--- src/rtl/amo_mem_unit_pkg.sv ---
// Shared constants and types for the AMO memory-access sequencer.
// AMO_MINMAX_EN (see amo_alu) enables the signed/unsigned min/max funct5 codes.
package amo_mem_unit_pkg;

   localparam logic [4:0] AMO_ADD  = 5'b00000;
   localparam logic [4:0] AMO_SWAP = 5'b00001;
   localparam logic [4:0] AMO_XOR  = 5'b00100;
   localparam logic [4:0] AMO_OR   = 5'b01000;
   localparam logic [4:0] AMO_AND  = 5'b01100;
   localparam logic [4:0] AMO_MIN  = 5'b10000;
   localparam logic [4:0] AMO_MAX  = 5'b10100;
   localparam logic [4:0] AMO_MINU = 5'b11000;
   localparam logic [4:0] AMO_MAXU = 5'b11100;

   localparam logic [1:0] MOP_NONE  = 2'b00;
   localparam logic [1:0] MOP_LOAD  = 2'b01;
   localparam logic [1:0] MOP_STORE = 2'b10;
   localparam logic [1:0] MOP_AMO   = 2'b11;

   typedef enum logic [1:0] {
      ST_IDLE,
      ST_READ,
      ST_WRITE,
      ST_DONE
   } state_e;

endpackage

--- src/rtl/amo_mem_unit_if.sv ---
// Data-memory request/ready bus between the AMO sequencer (master) and memory (slave).
interface amo_mem_unit_if #(
   parameter int ADDR_W = 32,
   parameter int DATA_W = 32
);
   logic              mem_req;
   logic              mem_we;
   logic [ADDR_W-1:0] mem_addr;
   logic [DATA_W-1:0] mem_wdata;
   logic [DATA_W-1:0] mem_rdata;
   logic              mem_ready;

   modport master (
      output mem_req, mem_we, mem_addr, mem_wdata,
      input  mem_rdata, mem_ready
   );

   modport slave (
      input  mem_req, mem_we, mem_addr, mem_wdata,
      output mem_rdata, mem_ready
   );
endinterface

--- src/rtl/amo_mem_unit_alu.sv ---
// Combinational AMO read-modify-write datapath; flags funct5 codes it does not implement.
// Define AMO_MINMAX_EN to add MIN/MAX/MINU/MAXU.
module amo_alu
   import amo_mem_unit_pkg::*;
#(
   parameter int DATA_W = 32
) (
   input  logic [DATA_W-1:0] old,
   input  logic [DATA_W-1:0] src,
   input  logic [4:0]        funct5,
   output logic [DATA_W-1:0] result,
   output logic              legal
);

   // NOTE: every output of a combinational block gets a default first so no path infers a latch.
   always_comb begin
      result = '0;
      legal  = 1'b1;
      case (funct5)
         AMO_ADD:  result = old + src;
         AMO_SWAP: result = src;
         AMO_XOR:  result = old ^ src;
         AMO_OR:   result = old | src;
         AMO_AND:  result = old & src;
`ifdef AMO_MINMAX_EN
         AMO_MIN:  result = ($signed(old) < $signed(src)) ? old : src;
         AMO_MAX:  result = ($signed(old) < $signed(src)) ? src : old;
         AMO_MINU: result = (old < src) ? old : src;
         AMO_MAXU: result = (old < src) ? src : old;
`endif
         default:  legal  = 1'b0;
      endcase
   end

endmodule

--- src/rtl/amo_mem_unit.sv ---
// Load/store/AMO sequencer between the decoder and data memory; stalls the core while busy.
// Build with AMO_MINMAX_EN to accept the min/max AMO codes.
module amo_mem_unit
   import amo_mem_unit_pkg::*;
#(
   parameter int ADDR_W = 32,
   parameter int DATA_W = 32
) (
   input  logic              clk,
   input  logic              rst_n,
   input  logic              start,
   input  logic [1:0]        op,
   input  logic [4:0]        funct5,
   input  logic [ADDR_W-1:0] addr,
   input  logic [DATA_W-1:0] wdata,
   amo_mem_unit_if.master    mem,
   output logic              busy,
   output logic              done,
   output logic [DATA_W-1:0] rd_data,
   output logic              fault
);

   state_e            state_q, state_d;
   logic [1:0]        op_q;
   logic [4:0]        funct5_q;
   logic [DATA_W-1:0] wdata_q;
   logic [DATA_W-1:0] old_q;
   logic              accept, reject;
   logic [4:0]        alu_funct5;
   logic [DATA_W-1:0] alu_result;
   logic              alu_legal;

   // In IDLE the live funct5 is checked for legality; afterwards the latched one drives the ALU.
   assign alu_funct5 = (state_q == ST_IDLE) ? funct5 : funct5_q;
   assign busy       = (state_q != ST_IDLE);

   amo_alu #(.DATA_W(DATA_W)) u_alu (
      .old    (mem.mem_rdata),
      .src    (wdata_q),
      .funct5 (alu_funct5),
      .result (alu_result),
      .legal  (alu_legal)
   );

   // NOTE: sequential state uses non-blocking assignments so every flop samples pre-edge values.
   always_ff @(posedge clk or negedge rst_n) begin
      if (!rst_n) state_q <= ST_IDLE;
      else        state_q <= state_d;
   end

   always_comb begin
      state_d = state_q;
      accept  = 1'b0;
      reject  = 1'b0;
      case (state_q)
         ST_IDLE: begin
            if (start && op != MOP_NONE) begin
               accept = 1'b1;
               if (addr[1:0] != 2'b00 || (op == MOP_AMO && !alu_legal)) reject  = 1'b1;
               else if (op == MOP_STORE)                                 state_d = ST_WRITE;
               else                                                      state_d = ST_READ;
            end
         end
         ST_READ:  if (mem.mem_ready) state_d = (op_q == MOP_AMO) ? ST_WRITE : ST_DONE;
         ST_WRITE: if (mem.mem_ready) state_d = ST_DONE;
         ST_DONE:  state_d = ST_IDLE;
         default:  state_d = ST_IDLE;
      endcase
   end

   always_ff @(posedge clk or negedge rst_n) begin
      if (!rst_n) begin
         op_q          <= MOP_NONE;
         funct5_q      <= '0;
         wdata_q       <= '0;
         old_q         <= '0;
         mem.mem_req   <= 1'b0;
         mem.mem_we    <= 1'b0;
         mem.mem_addr  <= '0;
         mem.mem_wdata <= '0;
         done          <= 1'b0;
         fault         <= 1'b0;
         rd_data       <= '0;
      end else begin
         done  <= 1'b0;
         fault <= 1'b0;
         case (state_q)
            ST_IDLE: begin
               if (accept) begin
                  op_q          <= op;
                  funct5_q      <= funct5;
                  wdata_q       <= wdata;
                  mem.mem_addr  <= {addr[ADDR_W-1:2], 2'b00};
                  mem.mem_wdata <= wdata;
                  if (reject) begin
                     fault <= 1'b1;
                  end else begin
                     mem.mem_req <= 1'b1;
                     mem.mem_we  <= (op == MOP_STORE);
                  end
               end
            end
            ST_READ: begin
               if (mem.mem_ready) begin
                  old_q <= mem.mem_rdata;
                  if (op_q == MOP_AMO) begin
                     // Request stays up so the write follows the read with no gap.
                     mem.mem_we    <= 1'b1;
                     mem.mem_wdata <= alu_result;
                  end else begin
                     mem.mem_req <= 1'b0;
                     rd_data     <= mem.mem_rdata;
                     done        <= 1'b1;
                  end
               end
            end
            ST_WRITE: begin
               if (mem.mem_ready) begin
                  mem.mem_req <= 1'b0;
                  mem.mem_we  <= 1'b0;
                  done        <= 1'b1;
                  if (op_q == MOP_AMO) rd_data <= old_q;
               end
            end
            default: ;
         endcase
      end
   end

endmodule

--- src/flat_wrapper.sv ---
// flat-port wrapper written by rule: the top's interface ports become plain ports
module amo_mem_unit_flat import amo_mem_unit_pkg::*;
#(
   parameter int ADDR_W = 32,
   parameter int DATA_W = 32
)
  (clk, rst_n, start, op, funct5, addr, wdata, busy, done, rd_data, fault, mem_mem_req, mem_mem_we, mem_mem_addr, mem_mem_wdata, mem_mem_rdata, mem_mem_ready);
  amo_mem_unit_if #(.ADDR_W(ADDR_W), .DATA_W(DATA_W)) mem_i ();
  input  logic clk;
  input  logic rst_n;
  input  logic start;
  input  logic [1:0] op;
  input  logic [4:0] funct5;
  input  logic [ADDR_W-1:0] addr;
  input  logic [DATA_W-1:0] wdata;
  output logic busy;
  output logic done;
  output logic [DATA_W-1:0] rd_data;
  output logic fault;
  output wire logic [$bits(mem_i.mem_req)-1:0] mem_mem_req;
  output wire logic [$bits(mem_i.mem_we)-1:0] mem_mem_we;
  output wire logic [$bits(mem_i.mem_addr)-1:0] mem_mem_addr;
  output wire logic [$bits(mem_i.mem_wdata)-1:0] mem_mem_wdata;
  input wire logic [$bits(mem_i.mem_rdata)-1:0] mem_mem_rdata;
  input wire logic [$bits(mem_i.mem_ready)-1:0] mem_mem_ready;
  assign mem_mem_req = mem_i.mem_req;
  assign mem_mem_we = mem_i.mem_we;
  assign mem_mem_addr = mem_i.mem_addr;
  assign mem_mem_wdata = mem_i.mem_wdata;
  assign mem_i.mem_rdata = mem_mem_rdata;
  assign mem_i.mem_ready = mem_mem_ready;
  amo_mem_unit #(.ADDR_W(ADDR_W), .DATA_W(DATA_W)) u_core (.clk(clk), .rst_n(rst_n), .start(start), .op(op), .funct5(funct5), .addr(addr), .wdata(wdata), .mem(mem_i), .busy(busy), .done(done), .rd_data(rd_data), .fault(fault));
endmodule
--- config.mk ---
export PLATFORM = sky130hd
export DESIGN_NAME = amo_mem_unit_flat
export DESIGN_NICKNAME = d
export VERILOG_FILES = /design/src/rtl/amo_mem_unit_pkg.sv /design/src/rtl/amo_mem_unit_if.sv /design/src/rtl/amo_mem_unit_alu.sv /design/src/rtl/amo_mem_unit.sv /design/src/flat_wrapper.sv
export SDC_FILE = /design/constraint.sdc
export NUM_CORES = 1
export LEC_CHECK = 0
export CAP_MARGIN = 10
export CORE_UTILIZATION = 55
export CTS_CLUSTER_DIAMETER = 120
export DETAILED_ROUTE_END_ITERATION = 12
export DONT_BUFFER_PORTS = 1
export PLACE_DENSITY_LB_ADDON = 0.08
export SLEW_MARGIN = 15
export SYNTH_ARGS = -nofsm -noshare
export SYNTH_HDL_FRONTEND = slang
export SYNTH_HIERARCHICAL = 1
export SYNTH_SLANG_ARGS = --single-unit
export TNS_END_PERCENT = 30
--- constraint.sdc ---
create_clock -name clk -period 4.7 [get_ports clk]
set_input_delay 0.94 -clock clk [delete_from_list [all_inputs] [get_ports clk]]
set_output_delay 0.94 -clock clk [all_outputs]
set_load 0.005 [all_outputs]
==> Yosys cells after proc, flatten, opt, wreduce, memory -nomap -nowiden <==
Cells that the tools add are included.
{ "word_totals": {"register_bits": 171, "latch_bits": 0, "mem_bits_rw": 0, "mem_bits_ro": 0, "inputBits": 107, "word_cells": 97, "mem_count": 0} }
{ "classes": {"add_sub_neg": 1, "multipliers": 0, "div_mod_pow": 0, "n_lt_le_gt_ge": 0, "eq_ne": 19, "shift": 0, "n_mux": 42, "bitwise": 3, "n_reduce_logical": 20} }
{ "op_table": {"columns": ["operator", "n"], "rows": [
  ["two-way mux 32 bit", 7],
  ["case mux 32 bit (5 select lines)", 1],
  ["case mux 32 bit (2 select lines)", 2],
  ["adder 32 bit", 1],
  ["bitwise AND 32 bit", 1],
  ["OR 32 bit", 1],
  ["bitwise XOR 32 bit", 1],
  ["two-way mux 1 bit", 22],
  ["inequality test 2 bit, second input constant", 6],
  ["AND reduction 6 bit", 2],
  ["== test 2 bit, second input constant", 5],
  ["== test 5 x 4 -> 1 bit, second input constant", 2],
  ["two-way mux 2 bit", 5],
  ["nonzero test 2 bit", 5],
  ["case mux 2 bit (4 select lines)", 1],
  ["AND reduction 4 bit", 2],
  ["inequality test 2 x 1 -> 1 bit, second input constant", 3],
  ["case mux 1 bit (3 select lines)", 2],
  ["== test 5 x 1 -> 1 bit, second input constant", 1],
  ["== test 5 x 3 -> 1 bit, second input constant", 1],
  ["zero test 5 bit", 1],
  ["two-way mux 5 bit", 1],
  ["AND reduction 5 bit", 1],
  ["OR reduction 5 bit", 1],
  ["other kinds (8)", 10]
]} }

==> Depth between registers and ports, before layout <==
{ "depth": {"depth_word": 14, "ltp_mapped": 15, "mapped_depth_nobuf": 13} }

==> Modules after synthesis <==
The synthesis kept the hierarchy.
{ "modules_own_cells": {"columns": ["module", "instances", "cells_per_inst", "area_per_inst_um2", "seq_area_each_um2"], "rows": [
  ["amo_mem_unit", 1, 513, 7265.7, 4279.1],
  ["amo_alu", 1, 485, 3236.9, 0.0]
]} }

==> Worst setup path before layout <==
No wires, ideal clock.
{ "synth_timing": {"path_type": "reg-to-reg", "startpoint": "reg u_core.state_q[0]", "endpoint": "reg u_core.state_q[1]", "setup_ns": 0.128, "t_arrival_ns": 3.587, "required_ns": 4.572, "slack_ns": 0.986, "path_stages_with_launch": 16, "period_less_slack_ns": 3.714, "cell_sequence": "dfrtp_1 inv_1 ha_1 buf_2 mux2_2 clkbuf_1 nor4_1 and2_1 clkbuf_1 clkbuf_1 clkbuf_1 nand2b_1 and3b_1 o41ai_2 nand2_1 mux2_1"} }
{ "synth_via": {"elab_chain_len": 10, "word_cells_on_any_way": 21, "classes_between": "eq/ne (11); mux (3); reduce/logical (7)"} }
{ "synth_lines": {"columns": ["item", "line", "rtl"], "rows": [
  ["start: declaration", "amo_mem_unit.sv:23", "state_e state_q, state_d;"],
  ["start signal: assignment", "amo_mem_unit.sv:48", "else state_q <= state_d;"],
  ["zero test 2 bit *", "amo_mem_unit.sv:34", "assign alu_funct5 = (state_q == ST_IDLE) ? funct5 : funct5_q;"],
  ["two-way mux 5 bit *", "amo_mem_unit.sv:34", null],
  ["net u_core.alu_funct5[3]", "amo_mem_unit.sv:29", "logic [4:0] alu_funct5;"],
  ["== test 5 x 4 -> 1 bit (tied with other cells)", "amo_mem_unit_alu.sv:19", "case (funct5)"],
  ["OR reduction 5 bit (no source line) *", null, null],
  ["two-way mux 1 bit *", "amo_mem_unit_alu.sv:19", null],
  ["net u_core.alu_legal", "amo_mem_unit.sv:31", "logic alu_legal;"],
  ["zero test 1 bit *", "amo_mem_unit.sv:59", "if (addr[1:0] != 2'b00 || (op == MOP_AMO && !alu_legal)) reject = 1'b1;"],
  ["logical AND 1 bit *", "amo_mem_unit.sv:59", null],
  ["logical OR 1 bit *", "amo_mem_unit.sv:59", null],
  ["inequality test 2 bit (no source line) *", null, null],
  ["AND reduction 4 bit (no source line) *", null, null]
]} }
The timed path passes the listed nets; every way through them passes the cells marked *.
A chain may end at the register's enable or synchronous reset.

==> Worst setup path after layout <==
Same ends and word-level chain as after synthesis.

==> impl_summary.txt <==
----------------------------------------------------
[Clock network]
  Cts hold-fix bufs ... 0
  Number of sinks driven by the clock tree ... 171
  Maximum root-to-sink buffer count ... 2
  Count of H-tree levels built during CTS ... 4
  Master cell of the clock root buffer ... clkbuf_16
  TritonCTS clock tree ... done
  Clk pin slew, worst setup/hold paths ... 80 ps
  Clk_lat worst skew ... 440 ps
  Setup fix buffers added after clock tree synthesis ... 0
  TritonCTS buffer count ... 17
  Cts repair resizes ... 0

[STA]
  Fmax achieved ... 0.279 GHz
  Smallest hold slack ... 191 ps
  Setup TNS ... 0 ps
  Clock Skew ... 11.6 ps
  Hold Vio Cnt, Final ... 0
  Setup violations, final ... 0
  Slew Limit Fails ... 0
  Max-Slew Margin vs Limit ... 47.6%
  Min cycle time layout ... 3590 ps
  Share of the cycle needed by the critical path after routing ... 76.4%
  Worst Tran Pin Value ... 783 ps
  Setup repair after global routing missed its margin ... no

[Worst setup path]
  Path type of the worst setup path ... register to register
  Cell family contributing the most delay on the critical path ... simple AND/OR/NAND/NOR gates
  Required time of the critical path ... 5020 ps
  Slowest stage cell, crit path ... mux2_2
  Element type at the critical path end ... register
  Crit path launch type ... register
  Cell Chain, Critical Path ... inv_1 -> ha_1 -> mux2_2 -> nor4_1 -> and2_1 -> buf_4 -> nand2b_1 -> and3b_1 -> o41ai_2 -> nand2_1 -> mux2_1
  Buf/Inv on CP ... 2
  Worst Path Max Fanout ... 18
  Data arrival time of the worst path ... 3910 ps
  Crit-path max cell delay ... 560 ps

[Synthesis]
  Syn avg cell area ... 10.5 um2
  Yosys warning total ... 6
  Count of different cell masters after synthesis ... 68
  Async S/R FF share, synth ... 100%
  Flops & latches, synth ... 171
  Synth Instances ... 998
  Number of flops mapped to enable cells by yosys ... 0
  Synthesized cell area ... 10500 um2
  Dominant register cell in the synthesized netlist ... dfrtp_1
  Sequential area share after synthesis ... 40.7%

[Job]
  Max-capacitance violation count ... 0

[Cells and area]
  Fill cell count ... 1577
  Most common library cell in the layout ignoring fill and taps ... dfrtp_1
  Synth-to-Final Area Change ... 7.47%
  Most frequent cells in the layout ... dfrtp_1 (171), mux2_2 (166), nor2_1 (84), inv_1 (75), a21oi_1 (68)
  Combined area of the multi-input logic cells ... 5690 um2
  Share of cells above drive strength 1 ... 23.4%
  Post-Route Utilization ... 60.3%
  Sequential cell area in the final layout ... 4280 um2
  Number of nets in the layout ... 1153
  Diodes inserted ... 0

[Floorplanning]
  Core Rows ... 50
  Horizontal die dimension ... 140 um
  Top-level port count ... 208
  Initial Util ... 56.1%
  Die height ... 140 um
  Overall die area ... 19700 um2
  Core Box Area ... 18700 um2

[Route]
  Count of antenna-violating nets left after detailed routing ... 0
  DRT Pass-1 Iters ... 6
  Routed wirelength normalized by instance count ... 19.9 um
  Post-DR vias/cell ... 6.02
  Drt initial violations ... 370
  Wirelength, routed ... 24.4 mm
  DRC viols ... 0
  Via Count ... 7371

[GRT]
  GRT Overall Usage ... 25.8%
  Global-route wire length before repair ... 39.8 mm
  Pin count of the biggest net entering global routing ... 172
  Initial antenna violation count ... 0
  Via count of the first global-routing pass ... 7709
  Sum of overflow across all layers after global routing ... 0

[Run status]
  Result of the run ... finished, final reports clean

[Placement]
  Routability-driven placement congestion ratio ... 0.835
  Total half-perimeter wirelength after legalization and detailed placement ... 16.7 mm
  Count of input and output buffers ... 0

[Pwr]
  Total chip power ... 8130 uW
  Pleak ... 0.00504 uW
  Worst-case vdd ir drop ... 0.381 mV
  Power per unit of standard cell area ... 720 nW/um2

[Worst hold path]
  Min-delay worst type ... input port to async pin

----------------------------------------------------
[power breakdown]
part	switching [uW]	internal (uW)	total, uW
sequential	583	2240	2820
clock	719	728	1450
combinational	2030	1830	3870
total	3340	4800	8130
[synth_stat cells (7+ instances only)]
master	number	area, um2
xnor2_1	19	166
nand3_1	14	70.1
nand2_1	32	120
clkbuf_1	24	90.1
a221oi_1	25	219
mux2i_1	36	360
o21ai_0	37	185
buf_2	18	90.1
a21o_1	13	97.6
inv_1	75	282
nor2_1	85	319
o21bai_1	7	52.6
dfrtp_1	171	4280
ha_1	68	851
a21oi_1	68	340
buf_4	9	67.6
mux2_2	166	1870
nor3_1	11	55.1
[state kept, by name, summed over array words and instances (netlist names)]
signal,cells
u_core/done,1
u_core/fault,1
u_core/funct5_q,5
u_core/mem.mem_addr,30
u_core/mem.mem_req,1
u_core/mem.mem_wdata,32
u_core/mem.mem_we,1
u_core/old_q,32
u_core/op_q,2
u_core/rd_data,32
u_core/state_q,2
u_core/wdata_q,32
[worst paths after layout]
path	end	cells past startpoint	slack (ps)	startpoint
max in group asynchronous	u_core/old_q[1]	0	4180	rst_n
setup reg to reg	u_core/state_q[1]	11	1110	u_core/state_q[0]
hold / removal	u_core/rd_data[10]	0	190	rst_n
hold reg to reg	u_core/old_q[22]	1	500	u_core/old_q[22]
min in group clk	u_core/old_q[22]	1	500	u_core/old_q[22]
setup / recovery	u_core/state_q[1]	11	1110	u_core/state_q[0]
[metrics by stage]
| step | setup WS (ps) | area, um2 | std cells |
|---|---|---|---|
| 2_1_floorplan | 986 | 10500 | 999 |
| 3_3_place_gp | 1070 | 10700 | 1191 |
| 3_5_place_dp | 1020 | 10700 | 1191 |
| 4_1_cts | 1090 | 11300 | 1223 |
| 5_1_grt | 911 | 11300 | 1224 |
| 6_report | 1110 | 11300 | 1224 |
[cells by family (layout without fill, tap and decap cells)]
kind of cell / count (synthesis) / count (layout) / share of synthesized area, %
fa+ha+maj: 69 / 69 / 8.29
other cells: 1 / 2 / 0.0357
buf+inv: 131 / 122 / 5.30
flops: 171 / 171 / 40.7
xor+xnor: 23 / 23 / 1.92
mux: 208 / 208 / 21.9
simple gates: 183 / 183 / 8.09
compound gates: 212 / 212 / 13.7
[layout make-up]
cell class,instances,area share (%)
clock buffers,17,3.77
clock inverters,15,1.72
inverters,75,2.49
multi-input cells,697,50.4
flip-flops and latches,171,37.9
well taps,234,2.59
repair buffers,15,1.14
[layer usage]
metal / vias to the layer above / global-route usage (%) / share of wire, %
li1: 3521 / - / -
met2: 230 / 42.6 / 47
met1: 3601 / 32.5 / 44
met5: - / 0 / 0
met3: 19 / 8.55 / 8.3
met4: 0 / 6.82 / 1.1
(Power assumes the default switching activity.)
